$ cat src/rtl/alu_shift_ctl.sv
// Multi-cycle rotate/shift sequencer that drives alu_shifter_core for N cycles.
// Optional Z80 flag generation is enabled with `define ALU_SHIFT_FLAGS_EN.
module alu_shift_ctl #(
  parameter int CNT_W = 3
) (
  input  logic             clk,
  input  logic             reset,
  input  logic             start,
  input  logic [2:0]       op,
  input  logic [7:0]       operand,
  input  logic             cf_in,
  input  logic [CNT_W-1:0] count,
  output logic [7:0]       db,
  output logic             shift_in,
  output logic             shift_left,
  output logic             shift_right,
  input  logic             shift_db0,
  input  logic             shift_db7,
  input  logic [3:0]       out_high,
  input  logic [3:0]       out_low,
  output logic             busy,
  output logic             done,
  output logic [7:0]       result,
  output logic             cf_out,
  output logic [7:0]       flags_out
);

  typedef enum logic [1:0] {
    S_IDLE  = 2'd0,
    S_SHIFT = 2'd1,
    S_DONE  = 2'd2
  } state_t;

  typedef enum logic [2:0] {
    OP_RLC = 3'd0,
    OP_RRC = 3'd1,
    OP_RL  = 3'd2,
    OP_RR  = 3'd3,
    OP_SLA = 3'd4,
    OP_SRA = 3'd5,
    OP_SLL = 3'd6,
    OP_SRL = 3'd7
  } op_t;

  // A zero count request means a full 2**CNT_W positions, so cnt is one bit wider.
  localparam logic [CNT_W:0] CNT_FULL = {1'b1, {CNT_W{1'b0}}};
  localparam logic [CNT_W:0] CNT_ONE  = {{CNT_W{1'b0}}, 1'b1};

  state_t         state_q, state_d;
  logic [7:0]     work_q, work_d;
  logic           wcy_q, wcy_d;
  logic [CNT_W:0] cnt_q, cnt_d;
  op_t            op_q, op_d;
  logic           busy_q, busy_d;
  logic           done_q, done_d;
  logic [7:0]     result_q, result_d;
  logic           cf_out_q, cf_out_d;

  logic       shifting;
  logic       is_left;
  logic       accept;
  logic [7:0] core_out;
  logic       out_bit;
  logic       last_shift;

  assign shifting   = (state_q == S_SHIFT);
  assign is_left    = ~op_q[0];
  assign accept     = start && (state_q != S_SHIFT);
  assign core_out   = {out_high, out_low};
  assign out_bit    = is_left ? shift_db7 : shift_db0;
  assign last_shift = shifting && (cnt_q == CNT_ONE);

  assign db          = work_q;
  assign shift_left  = shifting &  is_left;
  assign shift_right = shifting & ~is_left;
  assign busy        = busy_q;
  assign done        = done_q;
  assign result      = result_q;
  assign cf_out      = cf_out_q;

  always_comb begin
    shift_in = 1'b0;
    case (op_q)
      OP_RLC:       shift_in = shift_db7;
      OP_RRC:       shift_in = shift_db0;
      OP_RL, OP_RR: shift_in = wcy_q;
      OP_SLA:       shift_in = 1'b0;
      OP_SRA:       shift_in = shift_db7;
      OP_SLL:       shift_in = 1'b1;
      OP_SRL:       shift_in = 1'b0;
      default:      shift_in = 1'b0;
    endcase
  end

  always_comb begin
    state_d  = state_q;
    work_d   = work_q;
    wcy_d    = wcy_q;
    cnt_d    = cnt_q;
    op_d     = op_q;
    busy_d   = busy_q;
    done_d   = 1'b0;
    result_d = result_q;
    cf_out_d = cf_out_q;

    case (state_q)
      S_SHIFT: begin
        work_d = core_out;
        wcy_d  = out_bit;
        cnt_d  = cnt_q - CNT_ONE;
        if (last_shift) begin
          state_d  = S_DONE;
          busy_d   = 1'b0;
          done_d   = 1'b1;
          result_d = core_out;
          cf_out_d = out_bit;
        end
      end
      S_DONE: begin
        if (!start) state_d = S_IDLE;
      end
      default: ;
    endcase

    // Overrides IDLE/DONE behaviour; start is ignored while shifting.
    if (accept) begin
      state_d = S_SHIFT;
      work_d  = operand;
      wcy_d   = cf_in;
      cnt_d   = (count == '0) ? CNT_FULL : {1'b0, count};
      op_d    = op_t'(op);
      busy_d  = 1'b1;
    end
  end

  always_ff @(posedge clk) begin
    if (reset) begin
      state_q  <= S_IDLE;
      work_q   <= 8'h00;
      wcy_q    <= 1'b0;
      cnt_q    <= '0;
      op_q     <= OP_RLC;
      busy_q   <= 1'b0;
      done_q   <= 1'b0;
      result_q <= 8'h00;
      cf_out_q <= 1'b0;
    end else begin
      state_q  <= state_d;
      work_q   <= work_d;
      wcy_q    <= wcy_d;
      cnt_q    <= cnt_d;
      op_q     <= op_d;
      busy_q   <= busy_d;
      done_q   <= done_d;
      result_q <= result_d;
      cf_out_q <= cf_out_d;
    end
  end

`ifdef ALU_SHIFT_FLAGS_EN
  logic [7:0] flags_q, flags_d;

  // F = {S,Z,Y,H,X,P,N,C}; H and N are always cleared by rotate/shift ops.
  always_comb begin
    flags_d = flags_q;
    if (last_shift) begin
      flags_d = {core_out[7], (core_out == 8'h00), core_out[5], 1'b0,
                 core_out[3], ~^core_out, 1'b0, out_bit};
    end
  end

  always_ff @(posedge clk) begin
    if (reset) flags_q <= 8'h00;
    else       flags_q <= flags_d;
  end

  assign flags_out = flags_q;
`else
  assign flags_out = 8'h00;
`endif

endmodule

$ cat config.mk
export PLATFORM = sky130hd
export DESIGN_NAME = alu_shift_ctl
export DESIGN_NICKNAME = d
export VERILOG_FILES = /design/src/rtl/alu_shift_ctl.sv
export SDC_FILE = /design/constraint.sdc
export NUM_CORES = 1
export LEC_CHECK = 0
export BUFFER_PORTS_ARGS = -buffer_cell sky130_fd_sc_hd__buf_2
export CORE_ASPECT_RATIO = 0.75
export CORE_UTILIZATION = 40
export CTS_CLUSTER_DIAMETER = 60
export DETAILED_ROUTE_END_ITERATION = 10
export PLACE_DENSITY = 0.69
export RECOVER_POWER = 50
export SKIP_CTS_REPAIR_TIMING = 1
export SYNTH_ARGS = -nofsm -noshare
export SYNTH_HDL_FRONTEND = slang
export SYNTH_SLANG_ARGS = --single-unit
$ cat constraint.sdc
create_clock -name clk -period 2 [get_ports clk]
set_input_delay 0.2 -clock clk [delete_from_list [all_inputs] [get_ports clk]]
set_output_delay 0.2 -clock clk [all_outputs]
set_load 0.02 [all_outputs]
==> After elaboration in Yosys (flattened, before gate mapping) <==
Index checks and enable logic that the tools add are counted.
{ "totals": {"register_bits": 29, "inputBits": 28, "out_inout_bits": 30, "elab_cells": 64} }
{ "classes": {"n_addsub": 1, "eq_ne": 15, "n_mux": 17, "bitwise_logic": 4, "reduce_logical": 17} }
{ "ops": {"columns": ["operator", "count"], "rows": [
  ["$mux 8", 2],
  ["$eq 3x3->1 const B", 4],
  ["$mux 4", 3],
  ["$reduce_or 2->1", 5],
  ["$mux 1", 8],
  ["$eq 3x2->1 const B", 2],
  ["$logic_not 3->1", 2],
  ["$reduce_and 3->1", 2],
  ["$reduce_bool 2->1", 3],
  ["$pmux 1 s5", 1],
  ["$eq 4x1->1 const B", 1],
  ["$mux 2", 2],
  ["$ne 2x1->1 const B", 2],
  ["$pmux 2 s2", 1],
  ["$reduce_and 2->1", 2],
  ["$sub 4x1->4 const B", 1],
  ["$eq 3x1->1 const B", 1],
  ["$ne 3x1->1 const B", 1],
  ["$ne 3x3->1 const B", 1],
  ["$reduce_bool 3->1", 1],
  ["$and 1x1->1", 2],
  ["$eq 2x1->1 const B", 1],
  ["$eq 2x2->1 const B", 1],
  ["$logic_and 1x1->1", 2],
  ["2 further kinds", 3]
]} }

==> Logic depth before layout (Yosys ltp) <==
{ "logic_depth": {"depth_word": 5, "ltp_mapped": 6, "mapped_depth_nobuf": 5} }

==> Worst setup path after synthesis <==
OpenSTA, ideal clock, no wires.
{ "synth_timing": {"kind": "register to register", "from": "register cnt_q[0]", "to": "register cf_out_q, in the netlist cf_out", "setup_ps": 117, "t_arrival_ps": 1418, "required_time_ps": 1883, "setup_slack_ps": 465, "path_stages_with_launch": 6, "n_path_buf": 1, "period_less_slack_ps": 1535, "path_cell_list": "dfxtp_1 > ha_1 > or3b_4 > o21ba_1 > buf_6 > a22o_1"} }
{ "synth_via": {"elab_chain_len": 3} }
{ "synth_lines": {"columns": ["item", "line_no", "rtl"], "rows": [
  ["start, declared", "52", "logic [CNT_W:0] cnt_q, cnt_d;"],
  ["start signal, assigned", "151", "cnt_q <= cnt_d;"],
  ["$eq 4x1->1", "71", "assign last_shift = shifting && (cnt_q == CNT_ONE);"],
  ["$logic_and 1x1->1", "71", null],
  ["$reduce_and 2->1 (no source line)", null, null],
  ["end signal, assigned", "156", "cf_out_q <= cf_out_d;"],
  ["end, declared", "57", "logic cf_out_q, cf_out_d;"]
]} }
No other way between the ends.
A chain may end at the register's enable or synchronous reset.

==> Worst setup path after layout <==
{ "layout_timing": {"from": "register state_q[1]", "to": "output shift_left"} }
{ "layout_via": {"elab_chain_len": 2} }
{ "layout_lines": {"columns": ["item", "line_no", "rtl"], "rows": [
  ["start, declared", "49", "state_t state_q, state_d;"],
  ["start signal, assigned", "148", "state_q <= state_d;"],
  ["$eq 2x1->1", "66", "assign shifting = (state_q == S_SHIFT);"],
  ["$and 1x1->1", "74", "assign shift_left = shifting & is_left;"],
  ["end, declared", "15", "output logic shift_left,"]
]} }
No other way between the ends.

==> tab_implementation.tex <==
\begin{tabular}{lr}
\hline
Metric & Value \\
\hline
\multicolumn{2}{l}{\textbf{Status}} \\
Result of the run & finished, final reports clean \\
\multicolumn{2}{l}{\textbf{Clock network}} \\
Clock slew seen by the registers of the worst setup and hold paths & 0.06 ns \\
Maximum level of the CTS H-tree & 2 \\
Clk\_lat worst skew & 0.27 ns \\
Clock tree root driver cell & clkbuf\_8 \\
Clock tree sinks & 29 \\
Clock buffers created by TritonCTS & 5 \\
Clock tree from TritonCTS & done \\
Deepest clock path buffer count & 2 \\
\multicolumn{2}{l}{\textbf{Placed design}} \\
Placed wire-length estimate after detailed placement & 2169 um \\
Count of buffers from port buffering & 49 \\
Routability cong. & 0.7093 \\
\multicolumn{2}{l}{\textbf{Yosys}} \\
Post-synth EDFFs & 0 \\
Library cell with the largest summed area after synthesis & dfxtp\_1 \\
Combined area of all synthesized cells & 1321 um2 \\
Share of cell area taken by muxes after synthesis & 9.375\% \\
Sequential area share after synthesis & 43.94\% \\
Leading cell types by total area after synthesis & dfxtp\_1 44\%, mux2i\_1 6.8\%, a211oi\_1 6.8\%, a22o\_1 6.0\%, buf\_4 5.1\% \\
Largest family of logic cells by synthesized area & compound AO/OA/AOI/OAI gates \\
Number of different library cells in the post-synthesis netlist & 35 \\
Post-synth top flop & dfxtp\_1 \\
Cell count after synthesis & 135 \\
Warning count from the yosys run & 0 \\
Compound-gate portion of the synthesized area & 22.06\% \\
Xor and xnor fraction of the mapped netlist area & 0\% \\
Yosys reg bits & 29 \\
Yosys top cell area share & 43.94\% \\
Post-Synth Adder-Cell Area & 1.894\% \\
Async set or reset register ratio after synthesis & 0\% \\
Mean Syn Cell Area & 9.787 um2 \\
Simple-gate area share of the yosys netlist & 13.64\% \\
\multicolumn{2}{l}{\textbf{Pwr}} \\
Leakage power figure & 0.7254 nW \\
Share of total power in combinational logic & 17.3\% \\
Clk network pwr share & 40.4\% \\
Peak VDD IR & 0.5613 mV \\
Switch share & 26.13\% \\
Cell-internal power & 1.131 mW \\
Pwr dens & 925.9 nW/um2 \\
Flop pwr share & 42.4\% \\
Net Switching & 0.4002 mW \\
\multicolumn{2}{l}{\textbf{Worst setup path}} \\
Cell Chain, Critical Path & nand2b\_1 -> buf\_4 -> nor2\_1 -> buf\_2 \\
Required time worst endpoint & 1.80 ns \\
Setup crit start kind & register \\
Worst Path Max Fanout & 12 \\
Family of cells with the greatest summed delay on the critical path & simple AND/OR/NAND/NOR gates \\
Critical path endpoint category & primary output \\
Worst Setup SP & state\_q[1] \\
Maximum single-stage delay on the critical path & 0.45 ns \\
Critical Path AT & 1.58 ns \\
Critical path start-end classification & register to primary output \\
Beginning of the worst register-to-register path & cnt\_q[0] \\
Slowest-stage cell, CP & nand2b\_1 \\
Worst path bufs/invs & 2 \\
\multicolumn{2}{l}{\textbf{Routing}} \\
DRC violations left & 0 \\
Routed via count divided by cell count & 5.071 \\
Total length of routed wires & 2858 um \\
Via Count & 1,136 \\
Count of antenna-violating nets left after detailed routing & 0 \\
First-pass detailed-route iteration total & 4 \\
WL per Instance & 12.76 um \\
Number of DRC violations after detailed-routing iteration 0 & 57 \\
\multicolumn{2}{l}{\textbf{Flow run}} \\
Max Cap Viol & 0 \\
\multicolumn{2}{l}{\textbf{STA}} \\
Final number of hold-violating endpoints & 0 \\
Final Cycle Share & 88.75\% \\
Achievable clock frequency & 563.4 MHz \\
Slew of the pin with the lowest slew margin & 0.5006 ns \\
Number of endpoints failing setup at the final stage & 0 \\
Hold\_ws & 0.1521 ns \\
Setup clock skew after layout & 0.006345 ns \\
Final slew viol count & 0 \\
Shortest period the worst path allows & 1.775 ns \\
Setup TNS & 0 ns \\
Max-slew headroom at the worst pin & 66.63\% \\
RSZ-0062 raised after global routing & no \\
\multicolumn{2}{l}{\textbf{Global routing}} \\
Number of antenna violations at the first check in global routing & 0 \\
Number of global-route vias before repair & 1,094 \\
Total grt overflow & 0 \\
First-pass GRT wire length & 4809 um \\
Total GRT Usage & 18.79\% \\
Maximum number of pins on one net before global-route repair & 22 \\
\multicolumn{2}{l}{\textbf{Cells and area}} \\
Area growth syn-to-layout & 25.19\% \\
Final Net Count & 215 \\
Diode insertion count for antenna repair & 0 \\
Layout cells sized above 1 & 25.27\% \\
Count of filler cells inserted in the layout & 298 \\
\multicolumn{2}{l}{\textbf{Die}} \\
Total Die Area & 3540 um2 \\
Die Ht & 51.78 um \\
Starting utilization of the core area & 43.44\% \\
Rows & 17 \\
Die outline width & 68.37 um \\
Boundary Pins & 58 \\
Core Region & 3042 um2 \\
\multicolumn{2}{l}{\textbf{Worst hold path}} \\
Min-delay worst type & primary input to register \\
Start point of the worst hold path & out\_high[2] \\
\hline
\end{tabular}
==> worst paths after layout <==
path	end	slack [ns]	cells after the start
setup / recovery	shift_left	0.22	4
hold / removal	result[6]	0.15	2
setup reg to reg	result[3]	0.35	4
hold reg to reg	busy	0.47	1
==> cell type report <==
type                       instances  area (um2)  area share (%)
timing repair buffer              52       244.0           14.75
tap                               38       47.55           2.874
multi-input combinational         94       650.6           39.33
clock inverter                     2       37.54           2.269
inverter                           3       11.26          0.6808
sequential                        29       580.6           35.10
clock buffer                       6       82.58           4.992
==> worst register-to-register path, delay by kind of cell (launching register included) <==
kind	cells	cell delay [ns]
and+or+nand+nor	1	0.40
adders and majority gates	1	0.16
AOI/OAI and AO/OA	2	0.60
DFF	1	0.39
==> registers in the layout, summed over array words and instances, names as in the netlist <==
register,flops
cf_out,1
wcy_q,1
cnt_q,4
busy,1
done,1
db,8
state_q,2
result,8
op_q,3
==> cells in the final DEF, fill, tap and decap left out, drive strengths merged <==
cell type / synthesis / final
nand2b: 1 / 1
mux2: 3 / 3
o21ai: 6 / 6
ha: 2 / 2
conb: 1 / 8
inv: 3 / 3
a211oi: 12 / 12
mux2i: 9 / 9
and3b: 1 / 1
and2: 1 / 1
a221oi: 1 / 1
dfxtp: 29 / 29
nor3b: 1 / 1
nand3: 5 / 5
nand2: 2 / 2
o211a: 1 / 1
bufinv: 0 / 1
or3b: 2 / 2
nor2b: 4 / 4
a21oi: 5 / 5
o21a: 1 / 1
nor3: 3 / 3
buf: 13 / 33
a22o: 9 / 9
a21o: 1 / 1
o21ba: 1 / 1
or3: 1 / 1
a32oi: 1 / 1
a31oi: 1 / 1
nor2: 11 / 11
clkbuf: 3 / 25
a2bb2oi: 1 / 1
clkinvlp: 0 / 1
==> cell usage after synthesis, types with 2 or more instances <==
master / instances
buf_4: 9
a22o_1: 9
buf_2: 3
clkbuf_1: 3
mux2i_1: 9
o21ai_0: 6
nand3_1: 5
inv_1: 3
ha_1: 2
nor3_1: 2
a211oi_1: 12
mux2_2: 3
nor2b_1: 4
a21oi_1: 5
dfxtp_1: 29
nor2_1: 11
nand2_1: 2
==> metrics by stage <==
stage | std cells | setup slack (ns) | power (mW) | area [um2] | util (%)
after global routing | 224 | 0.1344 | 1.613 | 1654 | 54.38
after global placement | 216 | 0.4058 | 0.9226 | 1558 | 51.21
after floorplan | 142 | 0.4654 | 0.8558 | 1348 | -
final | 224 | 0.2249 | 1.531 | 1654 | 54.38
after CTS | 224 | 0.2180 | 1.551 | 1678 | 55.16
after detailed placement | 216 | 0.3399 | 0.9338 | 1558 | 51.21
==> layer usage <==
metal	vias to the layer above	track usage, %	part of all wire, %
li1	574	-	-
met1	513	22.21	46
met2	47	31.05	47
met3	2	7.675	6.3
met4	0	5.208	0.28
met5	-	0	0
==> power by group through the flow <==
stage / clock network [mW] / logic (mW) / registers [mW]
after global placement: 0 / 0.265 / 0.658
after floorplan: 0 / 0.170 / 0.685
final: 0.618 / 0.264 / 0.649
after global routing: 0.665 / 0.294 / 0.654
after CTS: 0.628 / 0.275 / 0.648
after detailed placement: 0 / 0.273 / 0.660
==> logic make-up (layout without fill, tap and decap cells) <==
logic type,Yosys count,in the layout
simple gates,32,32
flops,29,29
fa+ha+maj,2,2
mux,12,12
compound gates,40,40
other cells,1,8
buf+inv,19,63
(Power assumes the default switching activity.)
